**src/rtl/pmc_program_sequencer_if.sv**
```systemverilog
// Host/PMC-side signal bundle for the PMC program sequencer.
interface pmc_program_sequencer_if;
  logic        cmd_load;
  logic        cmd_run;
  logic [5:0]  load_base;
  logic [6:0]  load_count;
  logic [5:0]  start_pc;
  logic        word_valid;
  logic [35:0] word_data;
  logic        word_ready;
  logic        busy;
  logic        done;
  logic        timeout_err;
  logic        pmc_out0;
  logic        pmc_cs;
  logic        pmc_nrd;
  logic        pmc_bk;
  logic [12:0] pmc_ab;
  logic [7:0]  pmc_db;
  logic        pmc_start;

  // Environment side: board CPU glue plus the PMC OUT0 pin.
  modport master (
    output cmd_load, cmd_run, load_base, load_count, start_pc,
    output word_valid, word_data, pmc_out0,
    input  word_ready, busy, done, timeout_err,
    input  pmc_cs, pmc_nrd, pmc_bk, pmc_ab, pmc_db, pmc_start
  );

  // Sequencer side.
  modport slave (
    input  cmd_load, cmd_run, load_base, load_count, start_pc,
    input  word_valid, word_data, pmc_out0,
    output word_ready, busy, done, timeout_err,
    output pmc_cs, pmc_nrd, pmc_bk, pmc_ab, pmc_db, pmc_start
  );
endinterface

```
**src/rtl/pmc_program_sequencer.sv**
```systemverilog
// Host-side sequencer for the 052591 PMC: loads 36-bit microcode words into
// internal RAM through 5 byte writes each, then starts the PMC and waits for OUT0.
module pmc_program_sequencer #(
  parameter int unsigned WR_LOW  = 2,
  parameter int unsigned WR_HIGH = 2,
  parameter int unsigned TIMEOUT = 65535
) (
  input logic                    pin_M12,
  input logic                    pin_RST,
  pmc_program_sequencer_if.slave bus
);

  localparam int unsigned WR_LEN     = WR_LOW + WR_HIGH + 1;
  localparam int unsigned PH_W       = $clog2(WR_LEN);
  localparam int unsigned BYTE_W     = 3;
  localparam int unsigned WORD_W     = 7;
  localparam int unsigned TMO_W      = 16;
  localparam int unsigned WORD_BITS  = 36;
  localparam int unsigned RUN_IGNORE = 4;

  localparam logic [PH_W-1:0]   PH_LAST  = PH_W'(WR_LEN - 1);
  localparam logic [PH_W-1:0]   PH_LOW0  = PH_W'(1);
  localparam logic [PH_W-1:0]   PH_LOW1  = PH_W'(WR_LOW);
  localparam logic [TMO_W-1:0]  TMO_LAST = TMO_W'(TIMEOUT - 1);
  localparam logic [TMO_W-1:0]  TMO_IGN  = TMO_W'(RUN_IGNORE);
  localparam logic [BYTE_W-1:0] BYTE_MAX = BYTE_W'(4);

  typedef enum logic [2:0] {
    S_IDLE, S_SET_LD, S_WAIT_WORD, S_BYTE, S_SET_PC, S_RUN, S_FIN
  } state_t;

  state_t                 state_q, state_d;
  logic [PH_W-1:0]        phase_q, phase_d;
  logic [BYTE_W-1:0]      byte_q, byte_d;
  logic [WORD_W-1:0]      words_q, words_d;
  logic [TMO_W-1:0]       tmo_q, tmo_d;
  logic [WORD_BITS-1:0]   shreg_q, shreg_d;
  logic [5:0]             base_q, base_d;
  logic [5:0]             pc_q, pc_d;
  logic                   err_q, err_d;
  logic                   out0_s1_q, out0_s2_q;
  logic                   wr_last;

  logic                   cs_q, cs_d;
  logic                   ab9_q, ab9_d;
  logic [7:0]             db_q, db_d;
  logic                   start_q, start_d;
  logic                   busy_q, busy_d;
  logic                   done_q, done_d;
  logic                   ready_q, ready_d;

  // State register.
  always_ff @(posedge pin_M12 or posedge pin_RST) begin
    if (pin_RST) state_q <= S_IDLE;
    else         state_q <= state_d;
  end

  // Next-state and datapath next values.
  always_comb begin
    state_d = state_q;
    phase_d = phase_q;
    byte_d  = byte_q;
    words_d = words_q;
    tmo_d   = tmo_q;
    shreg_d = shreg_q;
    base_d  = base_q;
    pc_d    = pc_q;
    err_d   = err_q;
    wr_last = (phase_q == PH_LAST);
    unique case (state_q)
      S_IDLE: begin
        if (bus.cmd_load) begin
          state_d = S_SET_LD;
          phase_d = '0;
          base_d  = bus.load_base;
          words_d = (bus.load_count == 7'd0) ? 7'd64 : bus.load_count;
          err_d   = 1'b0;
        end else if (bus.cmd_run) begin
          state_d = S_SET_PC;
          phase_d = '0;
          pc_d    = bus.start_pc;
          err_d   = 1'b0;
        end
      end
      S_SET_LD: begin
        if (wr_last) begin
          state_d = S_WAIT_WORD;
          phase_d = '0;
        end else begin
          phase_d = phase_q + PH_W'(1);
        end
      end
      S_WAIT_WORD: begin
        if (bus.word_valid && ready_q) begin
          state_d = S_BYTE;
          shreg_d = bus.word_data;
          byte_d  = '0;
          phase_d = '0;
        end
      end
      S_BYTE: begin
        if (wr_last) begin
          phase_d = '0;
          shreg_d = shreg_q >> 8;
          if (byte_q == BYTE_MAX) begin
            words_d = words_q - 7'd1;
            state_d = (words_q == 7'd1) ? S_FIN : S_WAIT_WORD;
          end else begin
            byte_d = byte_q + BYTE_W'(1);
          end
        end else begin
          phase_d = phase_q + PH_W'(1);
        end
      end
      S_SET_PC: begin
        if (wr_last) begin
          state_d = S_RUN;
          phase_d = '0;
          tmo_d   = '0;
        end else begin
          phase_d = phase_q + PH_W'(1);
        end
      end
      S_RUN: begin
        if (tmo_q != '1) tmo_d = tmo_q + 16'd1;
        if ((tmo_q >= TMO_IGN) && !out0_s2_q) begin
          state_d = S_FIN;
        end else if (tmo_q == TMO_LAST) begin
          state_d = S_FIN;
          err_d   = 1'b1;
        end
      end
      S_FIN:   state_d = S_IDLE;
      default: state_d = S_IDLE;
    endcase
  end

  // Next output values, derived from the next state so registered pins line up with it.
  always_comb begin
    cs_d    = 1'b1;
    ab9_d   = ab9_q;
    db_d    = db_q;
    start_d = 1'b0;
    busy_d  = (state_d != S_IDLE);
    done_d  = (state_d == S_FIN);
    ready_d = (state_d == S_WAIT_WORD);
    unique case (state_d)
      S_SET_LD: begin
        ab9_d = 1'b1;
        db_d  = {2'b10, base_d};
        cs_d  = !((phase_d >= PH_LOW0) && (phase_d <= PH_LOW1));
      end
      S_BYTE: begin
        ab9_d = 1'b0;
        db_d  = shreg_d[7:0];
        cs_d  = !((phase_d >= PH_LOW0) && (phase_d <= PH_LOW1));
      end
      S_SET_PC: begin
        ab9_d = 1'b1;
        db_d  = {2'b00, pc_d};
        cs_d  = !((phase_d >= PH_LOW0) && (phase_d <= PH_LOW1));
      end
      S_RUN:   start_d = 1'b1;
      default: ;
    endcase
  end

  // Datapath registers and registered pins.
  always_ff @(posedge pin_M12 or posedge pin_RST) begin
    if (pin_RST) begin
      phase_q <= '0;
      byte_q  <= '0;
      words_q <= '0;
      tmo_q   <= '0;
      shreg_q <= '0;
      base_q  <= '0;
      pc_q    <= '0;
      err_q   <= 1'b0;
      cs_q    <= 1'b1;
      ab9_q   <= 1'b0;
      db_q    <= '0;
      start_q <= 1'b0;
      busy_q  <= 1'b0;
      done_q  <= 1'b0;
      ready_q <= 1'b0;
    end else begin
      phase_q <= phase_d;
      byte_q  <= byte_d;
      words_q <= words_d;
      tmo_q   <= tmo_d;
      shreg_q <= shreg_d;
      base_q  <= base_d;
      pc_q    <= pc_d;
      err_q   <= err_d;
      cs_q    <= cs_d;
      ab9_q   <= ab9_d;
      db_q    <= db_d;
      start_q <= start_d;
      busy_q  <= busy_d;
      done_q  <= done_d;
      ready_q <= ready_d;
    end
  end

  // Two-flop synchroniser for OUT0; idles high like the PMC pin.
  always_ff @(posedge pin_M12 or posedge pin_RST) begin
    if (pin_RST) begin
      out0_s1_q <= 1'b1;
      out0_s2_q <= 1'b1;
    end else begin
      out0_s1_q <= bus.pmc_out0;
      out0_s2_q <= out0_s1_q;
    end
  end

  assign bus.pmc_cs      = cs_q;
  assign bus.pmc_nrd     = 1'b1;
  assign bus.pmc_bk      = 1'b0;
  assign bus.pmc_ab      = {3'b000, ab9_q, 9'b0_0000_0000};
  assign bus.pmc_db      = db_q;
  assign bus.pmc_start   = start_q;
  assign bus.busy        = busy_q;
  assign bus.done        = done_q;
  assign bus.timeout_err = err_q;
  assign bus.word_ready  = ready_q;

endmodule

```
**src/flat_wrapper.sv**
```systemverilog
// flat-port wrapper written by rule: the top's interface ports become plain ports
module pmc_program_sequencer_flat 
#(
  parameter int unsigned WR_LOW  = 2,
  parameter int unsigned WR_HIGH = 2,
  parameter int unsigned TIMEOUT = 65535
)
  (pin_M12, pin_RST, bus_cmd_load, bus_cmd_run, bus_load_base, bus_load_count, bus_start_pc, bus_word_valid, bus_word_data, bus_pmc_out0, bus_word_ready, bus_busy, bus_done, bus_timeout_err, bus_pmc_cs, bus_pmc_nrd, bus_pmc_bk, bus_pmc_ab, bus_pmc_db, bus_pmc_start);
  pmc_program_sequencer_if bus_i ();
  input logic pin_M12;
  input logic pin_RST;
  input wire logic [$bits(bus_i.cmd_load)-1:0] bus_cmd_load;
  input wire logic [$bits(bus_i.cmd_run)-1:0] bus_cmd_run;
  input wire logic [$bits(bus_i.load_base)-1:0] bus_load_base;
  input wire logic [$bits(bus_i.load_count)-1:0] bus_load_count;
  input wire logic [$bits(bus_i.start_pc)-1:0] bus_start_pc;
  input wire logic [$bits(bus_i.word_valid)-1:0] bus_word_valid;
  input wire logic [$bits(bus_i.word_data)-1:0] bus_word_data;
  input wire logic [$bits(bus_i.pmc_out0)-1:0] bus_pmc_out0;
  output wire logic [$bits(bus_i.word_ready)-1:0] bus_word_ready;
  output wire logic [$bits(bus_i.busy)-1:0] bus_busy;
  output wire logic [$bits(bus_i.done)-1:0] bus_done;
  output wire logic [$bits(bus_i.timeout_err)-1:0] bus_timeout_err;
  output wire logic [$bits(bus_i.pmc_cs)-1:0] bus_pmc_cs;
  output wire logic [$bits(bus_i.pmc_nrd)-1:0] bus_pmc_nrd;
  output wire logic [$bits(bus_i.pmc_bk)-1:0] bus_pmc_bk;
  output wire logic [$bits(bus_i.pmc_ab)-1:0] bus_pmc_ab;
  output wire logic [$bits(bus_i.pmc_db)-1:0] bus_pmc_db;
  output wire logic [$bits(bus_i.pmc_start)-1:0] bus_pmc_start;
  assign bus_i.cmd_load = bus_cmd_load;
  assign bus_i.cmd_run = bus_cmd_run;
  assign bus_i.load_base = bus_load_base;
  assign bus_i.load_count = bus_load_count;
  assign bus_i.start_pc = bus_start_pc;
  assign bus_i.word_valid = bus_word_valid;
  assign bus_i.word_data = bus_word_data;
  assign bus_i.pmc_out0 = bus_pmc_out0;
  assign bus_word_ready = bus_i.word_ready;
  assign bus_busy = bus_i.busy;
  assign bus_done = bus_i.done;
  assign bus_timeout_err = bus_i.timeout_err;
  assign bus_pmc_cs = bus_i.pmc_cs;
  assign bus_pmc_nrd = bus_i.pmc_nrd;
  assign bus_pmc_bk = bus_i.pmc_bk;
  assign bus_pmc_ab = bus_i.pmc_ab;
  assign bus_pmc_db = bus_i.pmc_db;
  assign bus_pmc_start = bus_i.pmc_start;
  pmc_program_sequencer #(.WR_LOW(WR_LOW), .WR_HIGH(WR_HIGH), .TIMEOUT(TIMEOUT)) u_core (.pin_M12(pin_M12), .pin_RST(pin_RST), .bus(bus_i));
endmodule
```
**config.mk**
```make
export PLATFORM = sky130hd
export DESIGN_NAME = pmc_program_sequencer_flat
export DESIGN_NICKNAME = d
export VERILOG_FILES = /design/src/rtl/pmc_program_sequencer_if.sv /design/src/rtl/pmc_program_sequencer.sv /design/src/flat_wrapper.sv
export SDC_FILE = /design/constraint.sdc
export NUM_CORES = 1
export LEC_CHECK = 0
export BUFFER_PORTS_ARGS = -buffer_cell sky130_fd_sc_hd__buf_4
export CAP_MARGIN = 25
export CORE_MARGIN = 5
export CORE_UTILIZATION = 50
export CTS_CLUSTER_DIAMETER = 150
export CTS_CLUSTER_SIZE = 8
export DETAILED_ROUTE_END_ITERATION = 7
export PLACE_DENSITY = 0.83
export REMOVE_ABC_BUFFERS = 1
export SYNTH_ARGS = -nofsm -noshare
export SYNTH_HDL_FRONTEND = slang
export SYNTH_SLANG_ARGS = --single-unit
```
**constraint.sdc**
```tcl
create_clock -name pin_M12 -period 3.9 [get_ports pin_M12]
set_input_delay 0.39 -clock pin_M12 [delete_from_list [all_inputs] [get_ports pin_M12]]
set_output_delay 0.39 -clock pin_M12 [all_outputs]
set_load 0.005 [all_outputs]
```
==> results.yml <==
timing:
  grt_setup_unrepaired: "no"
  final-max-slew-violation-count: 0
  fin_setup_tns_ns: 0
  fin_skew_ns: 0.01631
  setup-violations-final: 0
  period_share: 0.6918
  finalHoldViolCount: 0
  clock.fmax_ghz: 0.3707
  post-route-min-period_ns: 2.698
  worst_slew_pin_slew_ns: 1.014
  slew_headroom: 0.3242
finish:
  synthToLayoutAreaGrowth_pct: 16.23
  finalInstanceArea_mm2: 0.005690
  final_common_cell: "dfrtp_1"
  most-common-layout-cells: "dfrtp_1 (94), buf_4 (81), nand2_1 (66)"
  drive_gt1_frac: 0.2330
  antennaDiodeCount: 0
  nets: 623
worst_setup_path:
  r2r-start: "u_core.state_q[0]$_DFF_PP0_"
  max_stage_delay_ns: 0.72
  cp-endpoint: "u_core.bus.pmc_db[7]$_DFFE_PP0P_"
  startpoint_type: "register"
  crit_type: "reg2reg"
  worstSetupEndpointType: "register"
  cp_max_fo: 19
  required_ns: 4.20
  path_cells: "nand3b_1 > nor2_2 > buf_4 > a22o_1 > a21oi_1 > a31oi_1"
  arrival_ns: 3.00
  r2r_slack_ns: 1.20
  r2r_cells: 6
  cp_slowest_cell: "dfrtp_1"
  r2r_end: "u_core.bus.pmc_db[7]$_DFFE_PP0P_"
  startpoint: "u_core.state_q[0]$_DFF_PP0_"
drt:
  postRouteAntennaNets: 0
  wl_um: 11250
  wl_per_cell_um: 16.28
  via_count: 3949
  drc_errors: 0
  drt-pass1-iter-count: 5
  viasPerCell: 5.715
  initialDrtViolationCount: 261
die:
  fp.dieH_um: 109.0
  start_util: 0.5079
  coreArea_mm2: 0.009639
  rows: 36
  ios: 90
  die_x_um: 109.0
  dieArea_mm2: 0.01187
grt:
  overflow: 0
  grt_pass1_vias: 3906
  grt_max_degree: 41
  grt_pass1_wl_um: 18750
  antenna_found_initial: 0
  track_usage: 0.2021
clock_network:
  cts_hold_buf: 0
  clock-sinks: 97
  cts_tree: "yes"
  cts_htree_levels: 3
  numCtsBuffers: 9
  cts_resized: 0
  clk_latency_ns: 0.39
  cts_buffer_depth: 2
  cts_root_buf: "clkbuf_8"
  post-cts-setup-buffers: 0
  clkTransAtPathRegs_ns: 0.11
power:
  power_density_mw_per_mm2: 608.5
  p_leak_nw: 2.691
  ir_worst_vdd_uv: 280.1
status:
  status: "completed"
place:
  gp_congestion: 0.8650
  hpwl_um: 8424
  port_buffers: 75
  place_area_mm2: 0.005493
run:
  cap_violations: 0
synthesis:
  seq_area_frac_synth: 0.4965
  async_reset_ff_frac: 1.000
  synth.avg_cell_area_um2: 9.992
  synth_cell_types: 62
  synth-edff-count: 0
  yosys_register_bits: 97
  netlist_instances: 490
  ys_warn_count: 0
  netlist_area_mm2: 0.004896
  synth_ff_type: "dfrtp_1"
hold_path:
  holdCritPathClass: "in2async"
power by group:
part	total, mW	leakage [nW]	switching (mW)	internal, mW
clock	0.648	0.0977	0.398	0.250
sequential	1.60	1.26	0.268	1.33
combinational	1.22	1.33	0.661	0.558
total	3.46	2.69	1.33	2.14
cells by family (layout without fill, tap and decap cells):
logic type / count (synthesis) / in the layout / synth area share
flip-flops: 97 / 97 / 0.4966
adder cells (fa/ha/maj): 9 / 9 / 0.02300
AND/OR/NAND/NOR: 183 / 183 / 0.1968
multiplexers: 14 / 14 / 0.03169
buffers and inverters: 55 / 111 / 0.05801
other: 2 / 14 / 0.001534
AO/OA/AOI/OAI: 124 / 124 / 0.1817
XOR/XNOR: 6 / 6 / 0.01073
metal layers:
metal  up-vias  track usage  part of all wire
met5         -            0                 0
met1      1933       0.2659              0.42
met4         0      0.06041             0.014
met3        15      0.06750             0.071
li1       1869            -                 -
met2       132       0.3180              0.49
how the worst min path moves through the flow:
stage | start | endpoint | slack (ns) | depth (start not counted)
after detailed placement | u_core.out0_s1_q$_DFF_PP1_ | u_core.out0_s2_q$_DFF_PP1_ | 0.35 | 0
final | pin_RST | u_core.shreg_q[24]$_DFFE_PP0P_ | 0.05 | 2
after global routing | pin_RST | u_core.shreg_q[24]$_DFFE_PP0P_ | 0.1 | 2
after global placement | u_core.out0_s1_q$_DFF_PP1_ | u_core.out0_s2_q$_DFF_PP1_ | 0.35 | 0
after CTS | pin_RST | u_core.shreg_q[13]$_DFFE_PP0P_ | 0.07 | 2
after floorplan | u_core.out0_s1_q$_DFF_PP1_ | u_core.out0_s2_q$_DFF_PP1_ | 0.35 | 0
worst max-delay path, delay by kind of cell, from the launching register on:
kind	cells	cell delay, ns
AO/OA/AOI/OAI	3	0.42
buffers and inverters	1	0.33
flip-flops	1	0.72
AND/OR/NAND/NOR	2	1.16
cell type report:
type	count	area, um^2
Inverter	14	53.80
Clock buffer	9	123.9
Multi-Input combinational cell	350	2233
Sequential cell	97	2431
Clock inverter	7	73.82
Timing Repair Buffer	81	608.1
Fill cell	835	3949
Tap cell	133	166.4
cells in the mapped netlist (3+ instances only):
cell type / count / area share
o21ai_1: 4 / 0.0041
or2_2: 3 / 0.0038
buf_1: 3 / 0.0023
nand3_1: 8 / 0.0082
nand2_1: 66 / 0.051
a21o_1: 3 / 0.0046
clkbuf_1: 11 / 0.0084
nand2b_1: 8 / 0.010
nand4_1: 6 / 0.0077
and2_1: 4 / 0.0051
a221o_1: 6 / 0.012
dfstp_2: 3 / 0.016
dfrtp_1: 94 / 0.48
a22o_1: 10 / 0.018
nor2_1: 31 / 0.024
inv_1: 14 / 0.011
ha_1: 9 / 0.023
o31ai_1: 3 / 0.0046
and3_1: 7 / 0.0089
nor4_1: 8 / 0.010
o211ai_1: 10 / 0.015
buf_4: 15 / 0.023
nor3_1: 13 / 0.013
o21ai_0: 16 / 0.016
o22ai_1: 3 / 0.0038
a22oi_1: 26 / 0.040
buf_2: 11 / 0.011
a21oi_1: 17 / 0.017
mux2_2: 12 / 0.028
xnor2_1: 4 / 0.0072
or3_1: 7 / 0.0089
a31oi_1: 12 / 0.015
o21a_1: 4 / 0.0061
registers in the layout, indices dropped and copies added (netlist names):
signal / cells
u_core.byte_q: 3
u_core.base_q: 6
u_core.out0_s2_q: 1
u_core.shreg_q: 36
u_core.words_q: 7
u_core.bus.busy: 1
u_core.bus.pmc_db: 8
u_core.bus.pmc_start: 1
u_core.bus.timeout_err: 1
u_core.pc_q: 6
u_core.bus.done: 1
u_core.tmo_q: 16
u_core.ab9_q: 1
u_core.state_q: 3
u_core.out0_s1_q: 1
u_core.bus.word_ready: 1
u_core.phase_q: 3
u_core.bus.pmc_cs: 1
metrics by stage:
stage / hold WS [ns] / total power, mW / util / cells / setup WS, ns
global route: 0.09734 / 3.702 / 0.5903 / 691 / 0.9504
global placement: 0.3504 / 2.746 / 0.5698 / 675 / 1.378
CTS: 0.07170 / 3.476 / 0.5903 / 691 / 1.236
floorplan: 0.3452 / 2.390 / - / 461 / 0.8588
detailed placement: 0.3473 / 2.832 / 0.5698 / 675 / 1.265
finish: 0.05159 / 3.463 / 0.5903 / 691 / 1.202
Note: power is estimated with default switching activity, not from simulation.
